## config.mk

```make
export PLATFORM = sky130hd
export DESIGN_NAME = fpm_result_packer
export DESIGN_NICKNAME = d
export VERILOG_FILES = /design/src/rtl/fpm_result_packer.sv
export SDC_FILE = /design/constraint.sdc
export NUM_CORES = 1
export LEC_CHECK = 0
export BUFFER_PORTS_ARGS = -buffer_cell sky130_fd_sc_hd__clkbuf_2
export CAP_MARGIN = 0
export CORE_UTILIZATION = 52
export DETAILED_ROUTE_END_ITERATION = 6
export MAX_ROUTING_LAYER = met4
export PLACE_DENSITY = 0.86
export SLEW_MARGIN = 20
export SYNTH_ARGS = -nofsm -noshare
export SYNTH_HDL_FRONTEND = slang
export SYNTH_SLANG_ARGS = --single-unit
```

## constraint.sdc

```tcl
create_clock -name clk -period 5.45 [get_ports clk]
set_input_delay 1.3625 -clock clk [delete_from_list [all_inputs] [get_ports clk]]
set_output_delay 1.3625 -clock clk [all_outputs]
set_load 0.005 [all_outputs]
```

## src/rtl/fpm_result_packer.sv

```systemverilog
// fpm_result_packer: back end of the single-precision multiplier.
// Takes the 48-bit mantissa product plus the operand exponents and signs.
// Stage 1 normalizes and rounds (nearest-even). Stage 2 resolves the special
// cases and packs the IEEE-754 word. Both stages are valid/ready and can be stalled.
module fpm_result_packer #(
  parameter int BIAS    = 127,
  parameter int EXP_MAX = 255
) (
  input  logic        clk,
  input  logic        rst_n,
  input  logic        in_valid,
  output logic        in_ready,
  input  logic [47:0] p_m,
  input  logic [7:0]  a_e,
  input  logic [7:0]  b_e,
  input  logic        a_s,
  input  logic        b_s,
  output logic        out_valid,
  input  logic        out_ready,
  output logic [31:0] result,
  output logic        ovf,
  output logic        unf
);

  localparam logic [7:0]        EXP_SPECIAL = 8'(EXP_MAX);
  localparam logic signed [9:0] BIAS_S      = 10'(BIAS);
  localparam logic signed [9:0] E_OVF       = 10'(EXP_MAX);

  // Nearest-even increment; bit 23 of the return is the carry out of the fraction
  function automatic logic [23:0] round_rne(input logic [22:0] frac,
                                            input logic        guard,
                                            input logic        sticky);
    logic inc;
    inc = guard & (sticky | frac[0]);
    return {1'b0, frac} + {23'b0, inc};
  endfunction

  // Special-case priority and packing; returns {result, ovf, unf}
  function automatic logic [33:0] pack_result(input logic               s,
                                              input logic               inf,
                                              input logic               nan,
                                              input logic               zero,
                                              input logic signed [9:0]  e,
                                              input logic [22:0]        frac);
    if (nan)             return {32'h7FC0_0000, 2'b00};
    else if (inf)        return {s, 8'hFF, 23'h0, 2'b00};
    else if (zero)       return {s, 31'h0, 2'b00};
    else if (e >= E_OVF) return {s, 8'hFF, 23'h0, 2'b10};
    else if (e <= 10'sd0) return {s, 31'h0, 2'b01};
    else                 return {s, e[7:0], frac, 2'b00};
  endfunction

  logic                vld_p1;
  logic                s_p1;
  logic                inf_p1;
  logic                nan_p1;
  logic                zero_p1;
  logic signed [9:0]   e_p1;
  logic [22:0]         frac_p1;
  logic                s1_adv;

  logic                n_p0;
  logic [22:0]         frac_raw_p0;
  logic                guard_p0;
  logic                sticky_p0;
  logic [23:0]         rnd_p0;
  logic signed [9:0]   e_p0;
  logic                inf_p0;
  logic                zero_p0;
  logic [33:0]         pack_p1;

  assign s1_adv   = ~out_valid | out_ready;
  assign in_ready = ~vld_p1 | s1_adv;

  // ---- stage 0 -> 1: normalize, round, decode operand specials ----
  assign n_p0        = p_m[47];
  assign frac_raw_p0 = n_p0 ? p_m[46:24] : p_m[45:23];
  assign guard_p0    = n_p0 ? p_m[23]    : p_m[22];
  assign sticky_p0   = n_p0 ? |p_m[22:0] : |p_m[21:0];
  assign rnd_p0      = round_rne(frac_raw_p0, guard_p0, sticky_p0);
  // A rounding carry out of an all-ones fraction leaves frac=0 and bumps the exponent
  assign e_p0 = $signed({2'b00, a_e}) + $signed({2'b00, b_e}) - BIAS_S
              + $signed({9'b0, n_p0}) + $signed({9'b0, rnd_p0[23]});
  assign inf_p0  = (a_e == EXP_SPECIAL) | (b_e == EXP_SPECIAL);
  assign zero_p0 = (a_e == 8'd0) | (b_e == 8'd0);

  // Stage 1 occupancy: loads whenever the stage can move
  always_ff @(posedge clk or negedge rst_n) begin
    if (!rst_n) vld_p1 <= 1'b0;
    else if (in_ready) vld_p1 <= in_valid;
  end

  // Stage 1 payload: captured only on an accepted transfer
  always_ff @(posedge clk) begin
    if (in_valid && in_ready) begin
      s_p1    <= a_s ^ b_s;
      inf_p1  <= inf_p0;
      nan_p1  <= inf_p0 & zero_p0;
      zero_p1 <= zero_p0;
      e_p1    <= e_p0;
      frac_p1 <= rnd_p0[22:0];
    end
  end

  // ---- stage 1 -> 2: special cases and packing ----
  assign pack_p1 = pack_result(s_p1, inf_p1, nan_p1, zero_p1, e_p1, frac_p1);

  // Output register: holds its value while the consumer stalls
  always_ff @(posedge clk or negedge rst_n) begin
    if (!rst_n) begin
      out_valid <= 1'b0;
      result    <= 32'h0;
      ovf       <= 1'b0;
      unf       <= 1'b0;
    end else if (s1_adv) begin
      out_valid <= vld_p1;
      if (vld_p1) begin
        result <= pack_p1[33:2];
        ovf    <= pack_p1[1];
        unf    <= pack_p1[0];
      end
    end
  end

endmodule
```

==> run metrics <==
Worst Path Arrival 4500 ps; Seq/Total Area, Yosys 0.471; slew of the pin with the lowest slew margin 853 ps; Clock Sinks 73; clock-pin slew on the worst setup and hold paths 70 ps; placement-stage cell area 4880 sq um; cell at the slowest stage of the critical path sky130_fd_sc_hd__clkbuf_2; CTS HTree Levels 3; via count of the first global-routing pass 3313; filler instances 634; Syn Area/Cell 11.0 sq um; critical path class in -> reg; 1st-pass router iterations 4; all-layer global routing usage 0.230; number of gates given a new drive strength after cts 0; aggregate negative setup slack 0 ps; routed via count divided by cell count 5.56; number of failing hold endpoints at the final stage 0; shortest period the worst path allows 4430 ps; max-cap check violation count 0; initial core utilization 0.544; launching element type of the critical path input port; slack of the critical path 1020 ps; most frequent CP cell sky130_fd_sc_hd__fa_1; distinct cell type count of the synthesized netlist 54; Yosys Warn Count 0; wirelength, routed 9020 microns; wire per inst 15.0 microns; number of I/O pins 106; antenna diode count 0; Min-Delay Path Class reg -> reg; hold buffers post-CTS 0; Remaining DRCs 0; leakage power 2.21 nW; crit-path max FO 30; post-CTS setup-driven buffer insertion count 0; final setup fails 0; number of instances in the synthesized netlist 387; Die Y 92.6 microns; Fmax 0.226 GHz; Pwr Density 264 nW/um^2; core region area 7850 sq um; result of the run completed; peak per-stage delay on the critical path 560 ps; clock latency on the worst-skew pair 330 ps; buffers added on ports 105; global placer's final weighted congestion 0.853; Finished Cell Area 5090 sq um; final HPWL from detailed placement 7080 microns; ordered list of cells on the worst path clkbuf_2, nand2_1, a2111oi_4, buf_4, nand4_1, fa_1, fa_1, nor2b_1, o21ai_0, a21oi_1, o41ai_1, xnor2_1; share of the clock period used by the worst path after layout 0.812; number of DRC violations after detailed-routing iteration 0 183; antenna violations before repair 0; antenna-violating nets left 0; Final Max Tran Viols 0; endpoint class of the critical path flip-flop; width of the die 92.6 microns; RSZ-0062 raised after global routing false; Post-Syn Nets 475; Total Die Area 8580 sq um; pin count of the biggest net entering global routing 38; fraction of final layout cells sized beyond drive strength 1 0.275; Clock Tree Buf Depth 2; clock buffers created by TritonCTS 9; Synth Register Bits 73; total number of placement rows 32; remaining global-route overflow 0; worst setup skew after layout 6.42 ps; core utilization of the finished layout 0.649; area added between synthesis and finish 19.3%; global-route wire length before repair 14900 microns; setup slack after placement 691 ps; worst-case vdd ir drop 109 uV; CTS tree yes; Clock Tree Root sky130_fd_sc_hd__clkbuf_8; required time of the critical path 5520 ps; vias after detailed routing 3355; synthesized cell area 4270 sq um; max_slew headroom 0.432; final net count 584
[placed cells by master, fill, tap and decap left out, types with 3 or more instances in the layout]
cell type / synthesis / final
sky130_fd_sc_hd__edfxtp_1: 37 / 37
sky130_fd_sc_hd__nand2b_1: 8 / 8
sky130_fd_sc_hd__a21oi_1: 14 / 14
sky130_fd_sc_hd__clkbuf_2: 1 / 105
sky130_fd_sc_hd__nor2_1: 21 / 21
sky130_fd_sc_hd__o211ai_1: 3 / 3
sky130_fd_sc_hd__clkbuf_8: 0 / 10
sky130_fd_sc_hd__nand2_1: 25 / 25
sky130_fd_sc_hd__nor2b_1: 9 / 9
sky130_fd_sc_hd__o21ai_0: 20 / 20
sky130_fd_sc_hd__nor4_4: 3 / 3
sky130_fd_sc_hd__dfrtp_1: 36 / 36
sky130_fd_sc_hd__ha_1: 16 / 16
sky130_fd_sc_hd__xor2_1: 25 / 25
sky130_fd_sc_hd__nand3_1: 14 / 14
sky130_fd_sc_hd__and2_1: 8 / 8
sky130_fd_sc_hd__a21boi_0: 4 / 4
sky130_fd_sc_hd__xnor2_1: 12 / 12
sky130_fd_sc_hd__nand4_1: 19 / 19
sky130_fd_sc_hd__mux2i_1: 19 / 19
sky130_fd_sc_hd__buf_4: 2 / 5
sky130_fd_sc_hd__nor4_1: 10 / 10
sky130_fd_sc_hd__inv_1: 15 / 15
sky130_fd_sc_hd__a22o_1: 22 / 22
[critical path, delay by kind of cell]
| family | cells | cell delay, ps |
|---|---|---|
| adder cells (fa/ha/maj) | 2 | 840 |
| buffers and inverters | 2 | 830 |
| AO/OA/AOI/OAI | 4 | 810 |
| AND/OR/NAND/NOR | 3 | 500 |
| XOR/XNOR | 1 | 140 |
[kinds of logic (layout without fill, tap and decap cells)]
logic type | after synthesis | count (layout) | share of synthesized area
compound gates | 78 | 78 | 0.136
mux | 21 | 21 | 0.0504
xor+xnor | 37 | 37 | 0.0759
fa+ha+maj | 18 | 18 | 0.0563
flops | 73 | 73 | 0.471
buf+inv | 28 | 142 | 0.0328
simple gates | 132 | 132 | 0.177
[per-layer routing]
metal | part of all wire | GRT usage | vias to the layer above
met2 | 0.48 | 0.364 | 121
met5 | 0 | - | -
li1 | - | - | 1658
met3 | 0.063 | 0.0361 | 5
met1 | 0.44 | 0.304 | 1571
met4 | 0.0088 | 0.0716 | 0
[layout make-up]
class,instances,area [sq um],area share
timing repair buffer,110,563,0.111
inverter,16,60.1,0.0118
sequential,73,2010,0.395
clock buffer,11,163,0.0319
multi-input combinational,286,2120,0.416
clock inverter,5,51.3,0.0101
tap,102,128,0.0251
[power by group]
part | switching (mW) | leakage, nW | total, mW | internal [mW]
combinational | 0.136 | 1.28 | 0.241 | 0.105
sequential | 0.0265 | 0.817 | 0.667 | 0.640
clock | 0.187 | 0.108 | 0.436 | 0.248
[registers in the layout (all words and copies together) (netlist names)]
name       flops
e_p1          10
frac_p1       23
inf_p1         1
nan_p1         1
out_valid      1
ovf            1
result        32
s_p1           1
unf            1
vld_p1         1
zero_p1        1
[synth_stat cells, drive strengths merged]
cell type | n | area, sq um
mux2 | 1 | 11.3
mux2i | 20 | 204
a211oi | 1 | 7.51
and3 | 2 | 12.5
a31oi | 1 | 6.26
fa | 2 | 40.0
o211ai | 3 | 22.5
o31a | 1 | 8.76
dfrtp | 36 | 901
nand2 | 26 | 100
and3b | 1 | 8.76
and2 | 8 | 50.1
o31ai | 1 | 7.51
nand4b | 1 | 8.76
nand3 | 14 | 70.1
nand2b | 9 | 63.8
ha | 16 | 200
nand3b | 1 | 7.51
a21boi | 4 | 30.0
xor2 | 25 | 219
or3 | 2 | 12.5
nor4 | 13 | 126
a311oi | 2 | 17.5
and4 | 2 | 17.5
o21bai | 1 | 7.51
o21ai | 21 | 105
or4 | 1 | 7.51
nor3 | 2 | 10.0
buf | 6 | 56.3
xnor2 | 12 | 105
a21oi | 16 | 87.6
nand4 | 19 | 119
a41oi | 1 | 8.76
edfxtp | 37 | 1110
nor2 | 21 | 78.8
o41ai | 1 | 8.76
a2111oi | 3 | 70.1
nor3b | 1 | 7.51
a22o | 22 | 193
inv | 16 | 60.1
nor2b | 9 | 56.3
clkbuf | 6 | 23.8
[path summary, 6_finish.rpt]
check                            start          to  slack, ps  cells after the start
max                            p_m[47]     e_p1[8]       1020                     12
min                        frac_p1[17]  result[17]        460                      1
max reg2reg                     inf_p1  result[19]       3590                      5
min reg2reg                frac_p1[17]  result[17]        460                      1
max in group asynchronous        rst_n   result[3]       3790                      1
min in group asynchronous        rst_n   result[8]       1120                      1
[metrics by stage]
step                      hold WS, ps  power (mW)  cells
after floorplan                   443       0.816    387
after global placement            446       0.909    587
after detailed placement          450       0.919    587
after CTS                         466        1.35    603
after global routing              480        1.40    603
final                             465        1.34    603
Note: power is estimated with default switching activity, not from simulation.
